`config.mk`:
```
export PLATFORM = sky130hd
export DESIGN_NAME = four_bit_comparator_flat
export DESIGN_NICKNAME = d
export VERILOG_FILES = /design/src/rtl/four_bit_comparator_pkg.sv /design/src/rtl/four_bit_comparator_if.sv /design/src/rtl/four_bit_compare_core.sv /design/src/rtl/four_bit_comparator.sv /design/src/flat_wrapper.sv
export SDC_FILE = /design/constraint.sdc
export NUM_CORES = 1
export LEC_CHECK = 0
export CAP_MARGIN = 20
export CORE_ASPECT_RATIO = 0.75
export CORE_UTILIZATION = 24
export DETAILED_ROUTE_END_ITERATION = 10
export GPL_ROUTABILITY_DRIVEN = 0
export PLACE_DENSITY = 0.55
export RECOVER_POWER = 25
export SLEW_MARGIN = 5
export SYNTH_ARGS = -nofsm -noshare
export SYNTH_HDL_FRONTEND = slang
export SYNTH_HIERARCHICAL = 1
export SYNTH_SLANG_ARGS = --single-unit
```
`constraint.sdc`:
```
create_clock -name clk -period 2.4 [get_ports clk]
set_input_delay 0.36 -clock clk [delete_from_list [all_inputs] [get_ports clk]]
set_output_delay 0.36 -clock clk [all_outputs]
set_load 0.02 [all_outputs]
```
`src/rtl/four_bit_comparator_pkg.sv`:
```
// Shared definitions for the registered four-bit magnitude comparator.
// Holds the one-hot result encoding, the bit positions of each outcome
// inside R, and the default operand / counter widths.
package four_bit_comparator_pkg;

    localparam int DEF_WIDTH = 4;
    localparam int DEF_CNT_W = 8;

    // One-hot result codes: R[2] = A>B, R[1] = A==B, R[0] = A<B.
    localparam logic [2:0] RES_LT = 3'b001;
    localparam logic [2:0] RES_EQ = 3'b010;
    localparam logic [2:0] RES_GT = 3'b100;

    // Bit index of each outcome inside R (also the counter index).
    localparam int R_LT = 0;
    localparam int R_EQ = 1;
    localparam int R_GT = 2;

endpackage

```
`src/rtl/four_bit_comparator_if.sv`:
```
// Bus interface of the comparator.
//   master : drives A, B, in_valid, signed_mode, cnt_clr; observes results.
//   slave  : the comparator; drives R, out_valid, cnt_lt/eq/gt.
// clk and rst_n are not part of the bundle and stay plain module ports.
interface four_bit_comparator_if
    import four_bit_comparator_pkg::*;
#(
    parameter int WIDTH = DEF_WIDTH,
    parameter int CNT_W = DEF_CNT_W
) ();

    logic [WIDTH-1:0] A;
    logic [WIDTH-1:0] B;
    logic             in_valid;
    logic             signed_mode;
    logic             cnt_clr;
    logic [2:0]       R;
    logic             out_valid;
    logic [CNT_W-1:0] cnt_lt;
    logic [CNT_W-1:0] cnt_eq;
    logic [CNT_W-1:0] cnt_gt;

    modport master (
        output A, B, in_valid, signed_mode, cnt_clr,
        input  R, out_valid, cnt_lt, cnt_eq, cnt_gt
    );

    modport slave (
        input  A, B, in_valid, signed_mode, cnt_clr,
        output R, out_valid, cnt_lt, cnt_eq, cnt_gt
    );

endinterface

```
`src/rtl/four_bit_compare_core.sv`:
```
// Purely combinational magnitude compare of a and b.
//   a, b        : operands
//   signed_mode : 0 = unsigned, 1 = two's complement
//   lt, eq, gt  : exactly one is high for every input pair
module four_bit_compare_core
    import four_bit_comparator_pkg::*;
#(
    parameter int WIDTH = DEF_WIDTH
) (
    input  logic [WIDTH-1:0] a,
    input  logic [WIDTH-1:0] b,
    input  logic             signed_mode,
    output logic             lt,
    output logic             eq,
    output logic             gt
);

    logic [WIDTH-1:0] a_key;
    logic [WIDTH-1:0] b_key;

    // Inverting the sign bit maps two's-complement order onto unsigned
    // order (-2^(W-1) becomes 0, 2^(W-1)-1 becomes all ones), so a single
    // unsigned comparator serves both modes.
    always_comb begin
        a_key = a;
        b_key = b;
        a_key[WIDTH-1] = a[WIDTH-1] ^ signed_mode;
        b_key[WIDTH-1] = b[WIDTH-1] ^ signed_mode;
        lt = (a_key < b_key);
        eq = (a_key == b_key);
        gt = (a_key > b_key);
    end

endmodule

```
`src/rtl/four_bit_comparator.sv`:
```
// Registered magnitude comparator with saturating outcome counters.
//   clk   : rising-edge clock
//   rst_n : asynchronous active-low reset
//   bus   : slave side of four_bit_comparator_if
//           inputs  A, B, in_valid, signed_mode, cnt_clr
//           outputs R (one-hot, 1-cycle latency), out_valid,
//                   cnt_lt / cnt_eq / cnt_gt (saturating)
// All outputs come straight from flops; there is no input-to-output
// combinational path.
module four_bit_comparator
    import four_bit_comparator_pkg::*;
#(
    parameter int WIDTH = DEF_WIDTH,
    parameter int CNT_W = DEF_CNT_W
) (
    input  logic                 clk,
    input  logic                 rst_n,
    four_bit_comparator_if.slave bus
);

    localparam logic [CNT_W-1:0] CNT_MAX = {CNT_W{1'b1}};

    logic       lt;
    logic       eq;
    logic       gt;
    logic [2:0] res_now;

    logic [2:0] r_q;
    logic [2:0] r_d;
    logic       out_valid_q;
    logic       out_valid_d;

    // Counter values gathered by outcome index (R_LT / R_EQ / R_GT).
    logic [2:0][CNT_W-1:0] cnt_all;

    four_bit_compare_core #(
        .WIDTH (WIDTH)
    ) u_core (
        .a           (bus.A),
        .b           (bus.B),
        .signed_mode (bus.signed_mode),
        .lt          (lt),
        .eq          (eq),
        .gt          (gt)
    );

    always_comb begin
        res_now        = '0;
        res_now[R_LT]  = lt;
        res_now[R_EQ]  = eq;
        res_now[R_GT]  = gt;
    end

    // R holds its last value while idle so it always stays one-hot.
    always_comb begin
        r_d         = r_q;
        out_valid_d = bus.in_valid;
        if (bus.in_valid) begin
            r_d = res_now;
        end
    end

    always_ff @(posedge clk or negedge rst_n) begin
        if (!rst_n) begin
            r_q         <= RES_EQ;
            out_valid_q <= 1'b0;
        end else begin
            r_q         <= r_d;
            out_valid_q <= out_valid_d;
        end
    end

    // One saturating counter per outcome; clear takes priority over a
    // simultaneous count.
    generate
        for (genvar gi = 0; gi < 3; gi++) begin : g_cnt
            logic [CNT_W-1:0] cnt_q;
            logic [CNT_W-1:0] cnt_d;

            always_comb begin
                cnt_d = cnt_q;
                if (bus.cnt_clr) begin
                    cnt_d = '0;
                end else if (bus.in_valid && res_now[gi] && (cnt_q != CNT_MAX)) begin
                    cnt_d = cnt_q + 1'b1;
                end
            end

            always_ff @(posedge clk or negedge rst_n) begin
                if (!rst_n) begin
                    cnt_q <= '0;
                end else begin
                    cnt_q <= cnt_d;
                end
            end

            assign cnt_all[gi] = cnt_q;
        end
    endgenerate

    assign bus.R         = r_q;
    assign bus.out_valid = out_valid_q;
    assign bus.cnt_lt    = cnt_all[R_LT];
    assign bus.cnt_eq    = cnt_all[R_EQ];
    assign bus.cnt_gt    = cnt_all[R_GT];

endmodule

```
`src/flat_wrapper.sv`:
```
// flat-port wrapper written by rule: the top's interface ports become plain ports
module four_bit_comparator_flat import four_bit_comparator_pkg::*;
#(
    parameter int WIDTH = DEF_WIDTH,
    parameter int CNT_W = DEF_CNT_W
)
  (clk, rst_n, bus_A, bus_B, bus_in_valid, bus_signed_mode, bus_cnt_clr, bus_R, bus_out_valid, bus_cnt_lt, bus_cnt_eq, bus_cnt_gt);
  four_bit_comparator_if #(.WIDTH(WIDTH), .CNT_W(CNT_W)) bus_i ();
  input  logic clk;
  input  logic rst_n;
  input wire logic [$bits(bus_i.A)-1:0] bus_A;
  input wire logic [$bits(bus_i.B)-1:0] bus_B;
  input wire logic [$bits(bus_i.in_valid)-1:0] bus_in_valid;
  input wire logic [$bits(bus_i.signed_mode)-1:0] bus_signed_mode;
  input wire logic [$bits(bus_i.cnt_clr)-1:0] bus_cnt_clr;
  output wire logic [$bits(bus_i.R)-1:0] bus_R;
  output wire logic [$bits(bus_i.out_valid)-1:0] bus_out_valid;
  output wire logic [$bits(bus_i.cnt_lt)-1:0] bus_cnt_lt;
  output wire logic [$bits(bus_i.cnt_eq)-1:0] bus_cnt_eq;
  output wire logic [$bits(bus_i.cnt_gt)-1:0] bus_cnt_gt;
  assign bus_i.A = bus_A;
  assign bus_i.B = bus_B;
  assign bus_i.in_valid = bus_in_valid;
  assign bus_i.signed_mode = bus_signed_mode;
  assign bus_i.cnt_clr = bus_cnt_clr;
  assign bus_R = bus_i.R;
  assign bus_out_valid = bus_i.out_valid;
  assign bus_cnt_lt = bus_i.cnt_lt;
  assign bus_cnt_eq = bus_i.cnt_eq;
  assign bus_cnt_gt = bus_i.cnt_gt;
  four_bit_comparator #(.WIDTH(WIDTH), .CNT_W(CNT_W)) u_core (.clk(clk), .rst_n(rst_n), .bus(bus_i));
endmodule
```
==> metrics.yaml <==
run_status:
  status: "complete, but fails checks"
  violations: "max-capacitance violations, max-slew violations"
critical_path:
  reg2reg_to: "u_core/bus.cnt_lt[5]$_DFFE_PN0P_"
  endpoint_kind: "flop"
  crit_chain: "clkdlybuf4s50_1, xor2_1, ha_1, nand2_1, o21bai_4, and2_4, and2_2, nand2_1, or4_4, a21oi_2"
  cpMostUsedCell: "nand2_1"
  max_stage_delay_ns: 0.50
  regToRegSetupSlack_ns: 0.83
  ff2ff_path_depth: 5
  path_buf_inv: 1
  worstReg2RegStart: "u_core/bus.cnt_lt[0]$_DFFE_PN0P_"
  worstPathRequired_ns: 2.61
  arrival_ns: 2.50
  cp-start-kind: "input port"
  worstSetupPathType: "in -> reg"
  slowest_stage: "clkdlybuf4s50_1"
  crit_path_max_fanout: 3
  cpLargestDelayFamily: "simple AND/OR/NAND/NOR gates"
timing:
  min_period_over_period_pct: 95.2
  grt_setup_unrepaired: "true"
  slew_headroom_pct: -3.33
  setup-violations-final: 0
  period_needed_ns: 2.29
  drv_slew: 29
  tightest_slew_ns: 1.55
  fin_ws_ns: 0.115
  hold_viol: 0
  clock_skew_ns: 0.00904
  max_freq_ghz: 0.438
power:
  seqPwrFrac_pct: 46.6
  p_switching_mw: 0.268
  power_density_mw_per_mm2: 498
  power.share.switching_pct: 24.6
  internal-power_mw: 0.822
  p_comb_share_pct: 18.9
  p_leak_nw: 0.898
  p_clk_share_pct: 34.5
  vdd_ir_drop_max_v: 0.000289
clocking:
  cts_max_level: 1
  cts.sinks: 28
  cts_tree: "done"
  cts_made_buffers: 3
  clk_pin_slew_ns: 0.10
  clockRootBuffer: "clkbuf_8"
  clkLatencyLatePin_ns: 0.28
  clock_path_buffers: 2
placement:
  dpl-instance-area_mm2: 0.00210
  dp_cells: 286
  hpwl_um: 2620
  place.port_buffers: 40
  place_ws_ns: -0.191
grt:
  track_usage_pct: 11.2
  grt_max_degree: 29
  gr-total-overflow: 0
  grt_first_pass_wirelength_um: 5980
  antenna_found_initial: 0
  grt_pass1_vias: 1275
synth:
  synthDistinctLibCells: 38
  syn_inst: 161
  seq_area_frac_synth_pct: 45.1
  netlist_area_mm2: 0.00156
  ys_ff_latch: 28
  synth_area_leaders: "dfrtp_1 (43%), ha_1 (5.6%), nor2_1 (5.5%)"
  synth.avg_cell_area_um2: 9.67
  yosysTopAreaCellShare_pct: 43.4
  synth_edf_count: 0
  synth_flop_cell: "dfrtp_1"
  synthArstFlopShare_pct: 100
  ys_top_cells_by_count: "dfrtp_1 (27), nor2_1 (23), nand2_1 (10), nand3_1 (10)"
  synth.most_common_cell: "dfrtp_1"
  ys.warnings.count: 6
  syn-num-nets: 181
  yosys.area.top_type: "dfrtp_1"
routing:
  drc_errors: 0
  dr.first_iter.drc_count: 41
  routedWlPerCell_um: 12.0
  drt-total-wl_um: 3480
  first_pass_iters: 4
  vias: 1321
  vias_per_cell: 4.56
  ant_nets: 0
floorplan:
  ios: 41
  die_w_um: 95.0
  initial_core_util_pct: 24.8
  die_area_mm2: 0.00682
  row_count: 25
  core_area_mm2: 0.00629
  fp.dieH_um: 71.7
min_path:
  hp-start: "u_core/bus.R[1]$_DFFE_PN1P_"
  min_path_cells: 2
  hold_class: "reg -> reg"
  hold_path_end: "u_core/bus.R[1]$_DFFE_PN1P_"
final_layout:
  antenna_cells: 0
  fin_area_mm2: 0.00219
  instances_no_fill: 290
  finalNetCount: 230
  syn2layout_area_growth_pct: 40.7
  layout-drive-gt1-share_pct: 12.4
job:
  maxCapViolCount: 1
flip-flops by register name, indices dropped and copies added, names as in the netlist:
| signal | cells |
|---|---|
| u_core/bus.cnt_gt | 8 |
| u_core/bus.cnt_eq | 8 |
| u_core/bus.out_valid | 1 |
| u_core/bus.R | 3 |
| u_core/bus.cnt_lt | 8 |
area by class of cell:
type,count,area [um^2]
Tap cell,81,101
Timing Repair Buffer,48,457
Multi-Input combinational cell,122,832
Clock buffer,3,41.3
Fill cell,642,4100
Sequential cell,28,702
Inverter,7,26.3
Clock inverter,1,30.0
repair_timing:
| action | in CTS | in global routing |
|---|---|---|
| endpoints found under the setup margin | 0 | 3 |
| setup buffers | 0 | 0 |
| hold buffers | 0 | 0 |
| gates resized for setup | 0 | 6 |
stage by stage:
step / util (%) / power (mW) / hold slack (ns) / TNS, ns
after floorplan: - / 0.618 / 0.0644 / 0
after CTS: 34.5 / 1.10 / 0.465 / 0
after global placement: 33.3 / 0.717 / 0.461 / -0.916
final: 34.8 / 1.09 / 0.480 / 0
after global routing: 34.8 / 1.15 / 0.498 / -0.00653
after detailed placement: 33.3 / 0.718 / 0.465 / -1.41
placed cells by master, fill, tap and decap left out, drive strengths merged:
| cell | count |
|---|---|
| clkdlybuf4s50 | 39 |
| dfrtp | 27 |
| nor2 | 23 |
| nand3 | 10 |
| nand2 | 10 |
| a21oi | 9 |
| nor3 | 8 |
| inv | 7 |
| ha | 7 |
| buf | 7 |
| nand4 | 6 |
| mux2i | 5 |
| xor2 | 4 |
| a31oi | 4 |
| clkbuf | 4 |
| o21bai | 4 |
| o21ai | 4 |
| nor4b | 3 |
| xnor2 | 3 |
| a211oi | 3 |
| and4 | 2 |
| mux2 | 2 |
| and3 | 2 |
| o31ai | 2 |
| or3 | 2 |
| and2 | 2 |
| nor2b | 2 |
| o211ai | 2 |
| bufinv | 1 |
| dlygate4sd3 | 1 |
| a41o | 1 |
| and4b | 1 |
| or4 | 1 |
| dfstp | 1 |
power groups by stage:
stage / sequential, mW / clock (mW) / combinational [mW]
after detailed placement: 0.518 / 0 / 0.200
final: 0.508 / 0.376 / 0.206
after global routing: 0.510 / 0.412 / 0.228
after global placement: 0.518 / 0 / 0.200
after CTS: 0.509 / 0.390 / 0.201
after floorplan: 0.539 / 0 / 0.0796
metal layers:
layer  vias up  GRT usage, %  part of all wire, %
met4         0          2.02                 0.46
met3         3          3.08                  5.0
met2        30          16.7                   41
met5         -             0                    0
met1       603          16.4                   53
li1        685             -                    -
logic make-up after synthesis:
group / synth area share [%]
fa+ha+maj: 5.63
buf+inv: 3.14
simple gates: 23.9
xor+xnor: 3.94
flops: 45.1
compound gates: 13.7
mux: 4.66
worst max-delay path by stage:
stage / from / end / slack, ns / cells after the start
6_report: bus_signed_mode / u_core/bus.cnt_lt[5]$_DFFE_PN0P_ / 0.11 / 10
5_1_grt: bus_signed_mode / u_core/bus.cnt_eq[4]$_DFFE_PN0P_ / -0.007 / 9
4_1_cts: bus_signed_mode / u_core/bus.cnt_lt[5]$_DFFE_PN0P_ / 0.09 / 9
3_5_place_dp: bus_signed_mode / u_core/bus.cnt_lt[5]$_DFFE_PN0P_ / -0.19 / 9
3_3_place_gp: bus_signed_mode / u_core/bus.cnt_lt[5]$_DFFE_PN0P_ / -0.17 / 9
2_1_floorplan: bus_signed_mode / u_core/bus.cnt_lt[5]$_DFFE_PN0P_ / 0.40 / 8
worst register-to-register path, stage by stage, from the launching register on:
cell and delay [ns]:
dfrtp_1 0.42, ha_1 0.27, nand3_1 0.12, nor2_1 0.08, or4_4 0.48, a21oi_2 0.14
Note: power is estimated with default switching activity, not from simulation.
